`src/rtl/beta_uart_tx_mmio_if.sv`:
```
// Beta data-port bus as seen by a memory-mapped peripheral.
// The CPU side is the master; the peripheral answers with rdata/sel in the same cycle.
interface beta_uart_tx_mmio_if;
  logic [31:0] addr;
  logic [31:0] wdata;
  logic        we;
  logic        re;
  logic [31:0] rdata;
  logic        sel;

  modport master (output addr, wdata, we, re, input rdata, sel);
  modport slave  (input addr, wdata, we, re, output rdata, sel);
endinterface

```
`src/rtl/beta_uart_tx_mmio.sv`:
```
// Memory-mapped 8N1 UART transmitter for the Beta data port.
// Software pushes bytes into a TX FIFO; a completion interrupt fires when the FIFO drains.
module beta_uart_tx_mmio #(
  parameter logic [31:0] BASE_ADDR    = 32'hFFFF_FF00,
  parameter int          CLKS_PER_BIT = 16,
  parameter int          FIFO_DEPTH   = 8
) (
  input  logic                 clk,
  input  logic                 rst,
  beta_uart_tx_mmio_if.slave   bus,
  output logic                 tx,
  output logic                 irq
);
  localparam int AW = $clog2(FIFO_DEPTH);
  localparam int CW = $clog2(CLKS_PER_BIT);

  typedef enum logic [1:0] {IDLE, START, DATA, STOP} state_t;

  state_t        state;
  logic [7:0]    mem [FIFO_DEPTH];
  logic [AW-1:0] rd_ptr, wr_ptr;
  logic [AW:0]   count;
  logic [CW-1:0] bit_cnt;
  logic [2:0]    bit_idx;
  logic [7:0]    shift;
  logic          irq_en, pending, overflow;

  logic [1:0]  off;
  logic        wr, push_req, push, pop, full, empty, bit_last;
  logic        set_pend, clr_pend, clr_ovf;
  logic [3:0]  cnt4;
  logic [31:0] status;

  assign off      = bus.addr[3:2];
  assign bus.sel  = (bus.addr[31:4] == BASE_ADDR[31:4]);
  assign wr       = bus.sel & bus.we;
  assign push_req = wr && (off == 2'd0);
  assign full     = (count == (AW+1)'(FIFO_DEPTH));
  assign empty    = (count == '0);
  assign push     = push_req & ~full;
  assign bit_last = (bit_cnt == CW'(CLKS_PER_BIT - 1));
  // The FSM consumes a byte either from IDLE or on the last stop cycle (no idle gap).
  assign pop      = ~empty & ((state == IDLE) | ((state == STOP) & bit_last));
  assign set_pend = (state == STOP) & bit_last & empty;
  assign clr_pend = wr && (off == 2'd1) && bus.wdata[3];
  assign clr_ovf  = wr && (off == 2'd1) && bus.wdata[4];

  assign cnt4   = 4'(count);
  assign status = {20'h0, cnt4, 3'b000, overflow, pending, (state != IDLE), empty, full};

  always_comb begin
    bus.rdata = '0;
    if (bus.sel && bus.re) begin
      case (off)
        2'd1:    bus.rdata = status;
        2'd2:    bus.rdata = {31'h0, irq_en};
        default: bus.rdata = '0;
      endcase
    end
  end

  always_ff @(posedge clk) begin
    if (push) mem[wr_ptr] <= bus.wdata[7:0];
  end

  always_ff @(posedge clk) begin
    if (rst) begin
      rd_ptr <= '0;
      wr_ptr <= '0;
      count  <= '0;
    end else begin
      if (push) wr_ptr <= wr_ptr + AW'(1);
      if (pop)  rd_ptr <= rd_ptr + AW'(1);
      count <= count + (AW+1)'(push) - (AW+1)'(pop);
    end
  end

  // Set beats a same-edge W1C clear for both sticky flags.
  always_ff @(posedge clk) begin
    if (rst) begin
      irq_en   <= 1'b0;
      pending  <= 1'b0;
      overflow <= 1'b0;
      irq      <= 1'b0;
    end else begin
      pending  <= set_pend | (pending & ~clr_pend);
      overflow <= (push_req & full) | (overflow & ~clr_ovf);
      if (wr && (off == 2'd2)) irq_en <= bus.wdata[0];
      irq <= pending & irq_en;
    end
  end

  always_ff @(posedge clk) begin
    if (rst) begin
      state   <= IDLE;
      tx      <= 1'b1;
      bit_cnt <= '0;
      bit_idx <= '0;
      shift   <= '0;
    end else begin
      case (state)
        IDLE: begin
          tx <= 1'b1;
          if (!empty) begin
            shift   <= mem[rd_ptr];
            tx      <= 1'b0;
            bit_cnt <= '0;
            state   <= START;
          end
        end
        START: begin
          if (bit_last) begin
            bit_cnt <= '0;
            bit_idx <= '0;
            tx      <= shift[0];
            state   <= DATA;
          end else bit_cnt <= bit_cnt + CW'(1);
        end
        DATA: begin
          if (bit_last) begin
            bit_cnt <= '0;
            if (bit_idx == 3'd7) begin
              tx    <= 1'b1;
              state <= STOP;
            end else begin
              tx      <= shift[1];
              shift   <= {1'b0, shift[7:1]};
              bit_idx <= bit_idx + 3'd1;
            end
          end else bit_cnt <= bit_cnt + CW'(1);
        end
        STOP: begin
          if (bit_last) begin
            bit_cnt <= '0;
            if (!empty) begin
              shift <= mem[rd_ptr];
              tx    <= 1'b0;
              state <= START;
            end else state <= IDLE;
          end else bit_cnt <= bit_cnt + CW'(1);
        end
        default: state <= IDLE;
      endcase
    end
  end
endmodule

```
`src/flat_wrapper.sv`:
```
// flat-port wrapper written by rule: the top's interface ports become plain ports
module beta_uart_tx_mmio_flat 
#(
  parameter logic [31:0] BASE_ADDR    = 32'hFFFF_FF00,
  parameter int          CLKS_PER_BIT = 16,
  parameter int          FIFO_DEPTH   = 8
)
  (clk, rst, tx, irq, bus_addr, bus_wdata, bus_we, bus_re, bus_rdata, bus_sel);
  beta_uart_tx_mmio_if bus_i ();
  input  logic clk;
  input  logic rst;
  output logic tx;
  output logic irq;
  input wire logic [$bits(bus_i.addr)-1:0] bus_addr;
  input wire logic [$bits(bus_i.wdata)-1:0] bus_wdata;
  input wire logic [$bits(bus_i.we)-1:0] bus_we;
  input wire logic [$bits(bus_i.re)-1:0] bus_re;
  output wire logic [$bits(bus_i.rdata)-1:0] bus_rdata;
  output wire logic [$bits(bus_i.sel)-1:0] bus_sel;
  assign bus_i.addr = bus_addr;
  assign bus_i.wdata = bus_wdata;
  assign bus_i.we = bus_we;
  assign bus_i.re = bus_re;
  assign bus_rdata = bus_i.rdata;
  assign bus_sel = bus_i.sel;
  beta_uart_tx_mmio #(.BASE_ADDR(BASE_ADDR), .CLKS_PER_BIT(CLKS_PER_BIT), .FIFO_DEPTH(FIFO_DEPTH)) u_core (.clk(clk), .rst(rst), .bus(bus_i), .tx(tx), .irq(irq));
endmodule
```
`config.mk`:
```
export PLATFORM = sky130hd
export DESIGN_NAME = beta_uart_tx_mmio_flat
export DESIGN_NICKNAME = d
export VERILOG_FILES = /design/src/rtl/beta_uart_tx_mmio_if.sv /design/src/rtl/beta_uart_tx_mmio.sv /design/src/flat_wrapper.sv
export SDC_FILE = /design/constraint.sdc
export NUM_CORES = 1
export LEC_CHECK = 0
export ABC_AREA = 0
export CAP_MARGIN = 25
export CORE_MARGIN = 4
export CORE_UTILIZATION = 51
export DETAILED_ROUTE_END_ITERATION = 10
export GPL_TIMING_DRIVEN = 0
export PLACE_DENSITY_LB_ADDON = 0.2
export SLEW_MARGIN = 25
export SYNTH_ARGS = -nofsm -noshare
export SYNTH_HDL_FRONTEND = slang
export SYNTH_SLANG_ARGS = --single-unit
```
`constraint.sdc`:
```
create_clock -name clk -period 3.1 [get_ports clk]
set_input_delay 0.31 -clock clk [delete_from_list [all_inputs] [get_ports clk]]
set_output_delay 0.31 -clock clk [all_outputs]
set_load 0.05 [all_outputs]
```
# Word-level counts from Yosys, hierarchy flattened

Memories as Yosys holds them, arrays and structs flattened. A register that Yosys moved wholly into a read port is not among the register bits.
Cells that the tools add are included.

Register bits: 32
Bits in writable memories: 64
Output and inout port bits: 35
Memories kept: 1

Add/sub/neg operators: 6
Equal/unequal tests: 16
Muxes and demuxes: 32
Bitwise operators: 16
Reductions and logical operators: 17

Memories:

| name       | words | width | rd ports | clocked after Yosys merged registers in | write ports | line                    | source |
|---|---|---|---|---|---|---|---|
| u_core.mem | 8     | 8     | 1        | 1                                       | 1           | beta_uart_tx_mmio.sv:20 | `logic [7:0] mem [FIFO_DEPTH];` |

Operators by type and width:

| kind                   | count |
|---|---|
| $mux W32               | 1 |
| $mux W8                | 4 |
| $eq A28 B28 Y1 const B | 1 |
| $pmux W12 S2           | 1 |
| $pmux W8 S3            | 1 |
| $mux W3                | 5 |
| $reduce_and A4 Y1      | 3 |
| $mux W2                | 5 |
| $add A3 B1 Y3 const B  | 3 |
| $and A1 B1 Y1          | 9 |
| $mux W1                | 9 |
| $eq A4 B4 Y1 const B   | 2 |
| $mux W4                | 2 |
| $ne A2 B1 Y1 const B   | 4 |
| $pmux W2 S4            | 1 |
| $pmux W4 S2            | 1 |
| $eq A2 B2 Y1 const B   | 3 |
| $logic_and A1 B1 Y1    | 6 |
| $ne A2 B2 Y1 const B   | 3 |
| $pmux W3 S2            | 1 |
| $reduce_and A5 Y1      | 1 |
| $add A4 B1 Y4          | 1 |
| $add A4 B1 Y4 const B  | 1 |
| $eq A2 B1 Y1 const B   | 2 |
| other kinds (10)       | 17 |

# Depth between registers and ports, before layout

Gate-level depths: netlist of run 1.

Depth after elaboration: 7
Gate-level depth with buffers: 13
Gate-level depth less buffers: 12

# Worst setup path after synthesis of run 1

No wires, ideal clock.

Path type: input to register
Start point: input bus_addr[5]
End point: memory u_core.mem[0][0] (enable)
Library setup time: 395 ps
Arrival: 2366 ps
Setup slack: 339 ps
Stages on the path: 5
Buffers on the path: 1
Cells stage by stage: or4b_4 > nor4_4 > nand3_2 > buf_6 > nor4_1

Word-level cells in the longest chain between the ends: 6

Ends and longest elaborated chain:

| item                          | line                    | source |
|---|---|---|
| start: declaration            | flat_wrapper.sv:14      | `input wire logic [$bits(bus_i.addr)-1:0] bus_addr;` |
| $eq A28 B28 Y1                | beta_uart_tx_mmio.sv:35 | `assign bus.sel = (bus.addr[31:4] == BASE_ADDR[31:4]);` |
| $and A1 B1 Y1                 | beta_uart_tx_mmio.sv:36 | `assign wr = bus.sel & bus.we;` |
| $logic_and A1 B1 Y1           | beta_uart_tx_mmio.sv:37 | `assign push_req = wr && (off == 2'd0);` |
| $and A1 B1 Y1                 | beta_uart_tx_mmio.sv:40 | `assign push = push_req & ~full;` |
| $mux W1                       | beta_uart_tx_mmio.sv:63 | `if (push) mem[wr_ptr] <= bus.wdata[7:0];` |
| $mux W1 (not written as such) | beta_uart_tx_mmio.sv:63 |  |
| end: declaration              | beta_uart_tx_mmio.sv:20 |  |

No other way between the ends.

# Final worst setup path of run 1

Start point: input bus_addr[5]
End point: output bus_rdata[0]

Word-level cells in the longest chain between the ends: 3

Ends and longest elaborated chain:

| item                | line                    | source |
|---|---|---|
| $eq A28 B28 Y1      | beta_uart_tx_mmio.sv:35 |  |
| $logic_and A1 B1 Y1 | beta_uart_tx_mmio.sv:53 | `if (bus.sel && bus.re) begin` |
| $mux W32            | beta_uart_tx_mmio.sv:53 |  |
| end: declaration    | flat_wrapper.sv:18      | `output wire logic [$bits(bus_i.rdata)-1:0] bus_rdata;` |

No other way between the ends.

==> results.txt, run 1 <==
The run finished with clean final reports. In the synthesized netlist the dominant register cell turns out to be edfxtp_1. The biggest area contributor in the post-synthesis netlist is edfxtp_1. The number of detailed-route iterations in the first pass came out at 4. The worst relative slew slack came out at 44.6%. Summing over every cut layer, the via total after detailed routing is 3061. The max-slew violation total from the final report came out at 0.

The first global-routing pass estimated 15500 um of wire. The number of synthesized register bits is 99. The number of buffers on the longest clock path is 2. The number of nets at the end of the flow came out at 533. Yosys attributes the largest share of cell area to edfxtp_1, dfxtp_1, mux4_2.

The wire-length estimate of the detail-placed layout is 6880 um. The H-tree depth came out at 3. The required time reported for the critical path endpoint is 2.79 ns. Setup repair after global routing left no endpoint under its margin. The maximum fanout along the worst path came out at 8. The fraction of power consumed by sequential logic is 44.1%. The number of buffers added on ports came out at 52. The I/O pin count is 103. The sequential cell area fraction in the yosys report came out at 56.1%. The cell sitting at the root of the clock tree is a clkbuf_8.

The mean routed wirelength per cell came out at 16.8 um. The number of synthesized flops with an enable pin came out at 64. TritonCTS built the clock tree. The summed instance area of the synthesized netlist is 4680 um^2. The number of buffers added by the clock tree synthesis step came out at 9. The hold violation total from the final report is 0. The cell area after layout is 5650 um^2.

The final period utilization came out at 95.3%. The worst setup path is captured at an output port. The number of antenna violations at the first check in global routing came out at 0. The maximum resistive drop on vdd is 0.000340 V.

The critical path goes through clkdlybuf4s50_1 > or4b_4 > nor4_4 > and2_2 > and4_1 > dlygate4sd2_1. The number of buffers inserted by hold repair at cts is 0. The number of buffer and inverter stages on the critical path came out at 2. The sum of routed wire length over all layers is 9400 um.

The floorplan step defined a die boundary enclosing 10800 um^2. The worst clock skew came out at 0.0111 ns. The post-CTS clock slew at the launch and capture registers of the worst setup and hold paths is 0.10 ns.

The max-cap violation count came out at 0. The count of cells in the finished layout, fillers not included, comes to 558. The die outline height came out at 104 um.

Setup violations remaining at the end of the flow were counted as 0. After detailed routing, the number of remaining DRC violations is 0. The data arrival time at the worst-slack endpoint came out at 2.65 ns.

The cell total after placement came out at 541. Global routing used 18.1% of the available tracks across all layers. The clock latency reported for the late side of the worst-skew pair came out at 0.36 ns. The total grt overflow came out at 0. The switching power total came out at 1.21 mW. The share of total power dissipated in the clock network is 22.3%. A synthesized cell averages 13.1 um^2.

The family of cells with the greatest summed delay on the critical path is simple AND/OR/NAND/NOR gates. The final estimated routing congestion in global placement is 0.762. The cell internal power dissipation is 2.37 mW. The pin count of the biggest net entering global routing came out at 20. Measured along the x axis, the die boundary spans 104 um. The fraction of registers with async set/reset is 0%. The count of antenna-violating nets left after detailed routing came out at 0. The initial cell density of the core is 53.1%.

The cell area after placement came out at 5460 um^2. Counting instances in the post-synthesis netlist gives the leading cell types as edfxtp_1, dfxtp_1, nor2_1. The violation count after the first detailed-route iteration came out at 198. For this design the ratio of total power to cell area is 635 nW/um^2.

Of the total power, the share spent switching nets is 33.8%. The overall power after layout is 3.58 mW. The floorplan step defined a core boundary enclosing 8810 um^2.

The critical path's slowest cell is or4b_4. The count of yosys warnings during synthesis is 0. Yosys mapped the design onto 58 distinct sky130hd cell types. Yosys instantiated no cell more often than edfxtp_1. The ratio of cells with drive above 1 in the final layout came out at 18.9%. After synthesis, the largest area contributor takes up 41.1% of total cell area. The static leakage is 2.06 nW.

The top achievable clock speed came out at 338 MHz. The floorplan has 34 rows. The clock period minus final worst setup slack is 2.96 ns. In this run the worst hold path is classified as flop to flop. 0 antenna diodes ended up in the layout. The tree built by TritonCTS fans out to 99 sinks. The number of global-route vias before repair is 3014. From synthesis to final layout, the design area changed by 20.7%. The biggest cell delay along the critical path came out at 0.55 ns.

The relative contribution of combinational cells to total power is 33.7%. The cell count after synthesis is 358. After detailed routing, the number of vias per cell comes to 5.49. Counting the fill cells in the layout gives 671.

The critical path class is primary input to output port. The share of the core filled with cells is 64.1%. At the pin with the least slew margin, the transition time is 0.827 ns. STA classifies the critical path startpoint as a primary input.
==> worst paths after layout <==
| check | cells after the start | slack [ns] | end | startpoint |
|---|---|---|---|---|
| setup / recovery | 6 | 0.14 | bus_rdata[0] | bus_addr[5] |
| hold / removal | 2 | 0.47 | u_core.bit_idx[2] | u_core.bit_idx[2] |
| setup reg to reg | 11 | 0.43 | u_core.cnt4[1] | u_core.cnt4[2] |
| hold reg to reg | 2 | 0.47 | u_core.bit_idx[2] | u_core.bit_idx[2] |
==> cells in the final DEF (no fill, tap or decap), types with 5 or more instances in the layout <==
cell type         n
a21oi_1          12
a221o_1           7
buf_4            25
clkbuf_1         14
clkbuf_8          9
clkdlybuf4s50_1  42
conb_1           23
dfxtp_1          35
edfxtp_1         64
ha_1             19
inv_1            23
mux2i_1           5
mux4_2           16
nand2_1          16
nand4_1          10
nor2_1           24
nor2b_1           6
nor3b_1           5
o21ai_0           8
o22ai_1           7
o32ai_1           7
==> routing by layer <==
layer	up-vias	share of wire (%)	GRT usage, %
met2	61	51	30.0
met3	5	4.3	4.29
met4	0	0.79	3.80
li1	1486	-	-
met5	-	0	0
met1	1509	44	24.6
==> stage by stage <==
step           setup TNS [ns]  hold WS, ns  setup slack, ns
3_3_place_gp           -27.93        0.445            -1.01
2_1_floorplan               0        0.409            0.339
3_5_place_dp            -9.47        0.458           -0.348
5_1_grt                     0        0.506           0.0348
4_1_cts                     0        0.472          0.00149
6_report                    0        0.467            0.144
==> worst reg2reg max path, cell delays in order, from the launching register on <==
cell and delay [ns]:
dfxtp_1 0.31, inv_1 0.11, ha_1 0.15, nor3b_1 0.45
nor2b_1 0.16, nand3_2 0.11, buf_6 0.20, ha_1 0.26
inv_1 0.06, ha_1 0.19, fa_1 0.43, nor2b_1 0.14
==> repair_timing <==
item	4_1_cts	5_1_grt
buffers inserted	0	1
gates resized for setup	16	4
endpoints found under the setup margin	9	10
pin swaps	0	2
==> state kept, by name, summed over array words and instances, names as in the netlist, named ones only <==
| signal | cells |
|---|---|
| u_core.bit_cnt | 4 |
| u_core.bit_idx | 3 |
| u_core.cnt4 | 4 |
| u_core.irq | 1 |
| u_core.irq_en | 1 |
| u_core.mem | 64 |
| u_core.overflow | 1 |
| u_core.pending | 1 |
| u_core.rd_ptr | 3 |
| u_core.shift | 8 |
| u_core.state | 2 |
| u_core.tx | 1 |
| u_core.wr_ptr | 3 |
==> power groups by stage <==
stage | registers [mW] | clock network, mW | logic [mW]
floorplan | 1.61 | 0 | 0.915
global placement | 1.61 | 0 | 1.17
detailed placement | 1.61 | 0 | 1.21
CTS | 1.58 | 0.814 | 1.21
global route | 1.60 | 0.871 | 1.35
finish | 1.58 | 0.799 | 1.21
==> kinds of logic (layout without fill, tap and decap cells) <==
family / Yosys count / in the layout / share of synthesized area (%)
compound gates: 53 / 53 / 8.34
xor+xnor: 4 / 4 / 0.749
fa+ha+maj: 20 / 20 / 5.51
buf+inv: 64 / 134 / 7.19
flops: 99 / 99 / 56.1
mux: 23 / 23 / 9.25
other cells: 1 / 23 / 0.0802
simple gates: 94 / 94 / 12.8
==> final cells by class <==
class / count / area [um^2] / share of cell area (%)
sequential: 99 / 2620 / 46.5
multi-input combinational: 217 / 1840 / 32.6
timing repair buffer: 54 / 520 / 9.22
buffer: 41 / 250 / 4.43
tap: 108 / 135 / 2.39
clock buffer: 9 / 124 / 2.19
inverter: 23 / 86.3 / 1.53
clock inverter: 7 / 65.1 / 1.15
No activity file was read; power rests on OpenSTA's default activity.
==> run 2: changes to the inputs <==
Settings changed: CAP_MARGIN 25 to 20, CTS_CLUSTER_SIZE set to 25, TNS_END_PERCENT set to 50.
==> results of run 2 <==
The final DEF is identical to that of run 1; final timing and power are the same.
==> run 3: changes to the inputs <==
Settings changed: SLEW_MARGIN 25 to 10.
==> results.txt, run 3 (same netlist as run 1, synthesis figures left out) <==
The run finished with clean final reports. The count of buffers added on input and output ports is 52. The worst relative slew slack came out at 45.0%. The max-cap violation count came out at 0. The power density of the placed cells came out at 631 nW/um^2. Overall power consumption after layout is estimated at 3.58 mW. The static leakage came out at 2.06 nW. The worst setup path is launched from a primary input.

The relative contribution of combinational cells to total power is 33.6%. The routed layout has 3043 vias. The cell area after layout is 5660 um^2. The clock period minus final worst setup slack came out at 2.99 ns.

The initial cell density of the core came out at 53.1%. 0 antenna diodes ended up in the layout. The area growth from synthesis to layout came out at 21.1%.

The first detailed-routing pass ran for 4 iterations. The I/O pin count is 103. The hold violation total from the final report came out at 0. The post-CTS clock slew at the launch and capture registers of the worst setup and hold paths came out at 0.10 ns. The number of buffers inserted by hold repair at cts came out at 0. The filler cell count in the final layout is 638.

The core region is 8810 um^2. Of the available clock period, the critical path in the final layout requires 96.3%. The combined global-route utilization of all metal layers came out at 17.9%. The setup path with the least slack is of type primary input to output port. On the final layout, the worst clock skew is 0.0105 ns. The first-pass GRT wire length is 15200 um. In the final layout, the registers with the most flip-flops are u_core.mem x64, u_core.shift x8.

The count of antenna-violating nets left after detailed routing is 0. The pin count of the biggest net entering global routing came out at 20. For this run, the top clock speed supported by timing is 335 MHz. The clock latency reported for the late side of the worst-skew pair is 0.36 ns. The number of flip-flops in the largest register is 64. The CTS tree is done. The sum of routed wire length over all layers came out at 9320 um.

The worst register-to-register path begins at u_core.cnt4[2]. The clock tree synthesis step divided the H-tree into 3 levels. Clock tree synthesis found a total of 99 sinks. The width of the die came out at 104 um.

For this run, the number of standard cells in the final layout without fillers is 560. The cell chosen for the clock root is clkbuf_8. The clock network fraction of design power is 22.2%. The die outline height came out at 104 um. After floorplanning, the core was divided into 34 placement rows. For the worst setup path, the data required time is 2.79 ns. The cell total after placement is 542. The switching power total came out at 1.20 mW. Of the total power, the share spent switching nets is 33.7%. The worst slack at placement came out at -0.424 ns. The data arrival time at the worst-slack endpoint came out at 2.68 ns. The cell area after placement came out at 5450 um^2.

The first routing iteration left 237 violations. The max-slew violation total from the final report came to 0. The internal power of the cells totals 2.37 mW. The number of buffers on the longest clock path came out at 2.

The worst hold path begins at u_core.bit_idx[2]. The worst setup path is captured at an output port. The per-cell via count in the routed design came out at 5.43.

The estimated wirelength of the detail-placed design is 6880 um. Leaving out fill and tap cells, the most frequent cell in the layout is edfxtp_1. The area enclosed by the die boundary came out at 10800 um^2. The final layout contains 535 nets. The remaining routing DRC violations came out at 0. Cells with a size suffix above 1 make up 19.7% of the layout. The worst path setup slack after routing came out at 0.114 ns. The maximum fanout along the worst path came out at 8. At the pin with the least slew margin, the transition time is 0.820 ns. The final setup TNS is 0 ns. The setup-violating endpoint count in the final report is 0. The share of total power dissipated in sequential elements is 44.2%.

Final hold analysis gives a worst-case slack of 0.466 ns. The congestion estimate from routability-driven global placement came to 0.762. The register with the most flip-flops is u_core.mem. IR analysis of the VDD net gives a maximum drop of 0.000282 V. In the layout the commonest cells are edfxtp_1, clkdlybuf4s50_1, dfxtp_1. Buffers inserted during clock tree synthesis total 9.

The number of antenna violations at the first check in global routing was 0. The number of global-route vias before repair came to 2973. The path class of the tightest hold or removal check is flop to flop. The share of the core filled with cells is 64.3%. The mean routed wirelength per cell came out at 16.6 um. The total grt overflow is 0.

The launch point of the worst path is bus_addr[5].
[run 3: per-layer routing]
| layer | track usage [%] | up-vias | wire length (um) |
|---|---|---|---|
| met2 | 29.4 | 64 | 4650 |
| met4 | 5.13 | 0 | 106 |
| met5 | 0 | - | 0 |
| li1 | - | 1487 | - |
| met3 | 4.04 | 9 | 399 |
| met1 | 24.2 | 1483 | 4170 |
[run 3: worst paths after layout]
| path | endpoint | slack, ns | cells past startpoint |
|---|---|---|---|
| worst max-delay path | bus_rdata[11] | 0.11 | 7 |
| worst min-delay path | u_core.bit_idx[2] | 0.47 | 2 |
| worst min register to register | u_core.bit_idx[2] | 0.47 | 2 |
| worst max register to register | u_core.cnt4[1] | 0.47 | 11 |
[run 3: critical path: stages]
cell and delay, ns:
clkdlybuf4s50_1 0.40, or4b_4 0.54, nor4_4 0.45, nand4_1 0.18
buf_4 0.21, nor2_1 0.08, clkdlybuf4s15_1 0.50
[run 3: power by group through the flow]
stage	clock network (mW)	registers, mW	logic, mW
detailed placement	0	1.61	1.21
global route	0.868	1.60	1.34
CTS	0.805	1.58	1.21
finish	0.794	1.58	1.20
global placement	0	1.61	1.17
floorplan	0	1.61	0.915
[run 3: layout make-up]
type	count	area, um^2	area share [%]
multi-input cells	217	1830	32.3
clock inverters	7	65.1	1.15
plain buffers	41	250	4.42
flip-flops and latches	99	2620	46.3
inverters	23	86.3	1.52
clock buffers	9	124	2.19
well taps	108	135	2.39
repair buffers	56	554	9.79
[run 3: repair_timing]
action                                  4_1_cts  5_1_grt
pin swaps                                     0        1
gates cloned                                  0        0
buffers inserted                              0        1
resized for setup                            24        1
endpoints found under the setup margin       17        9
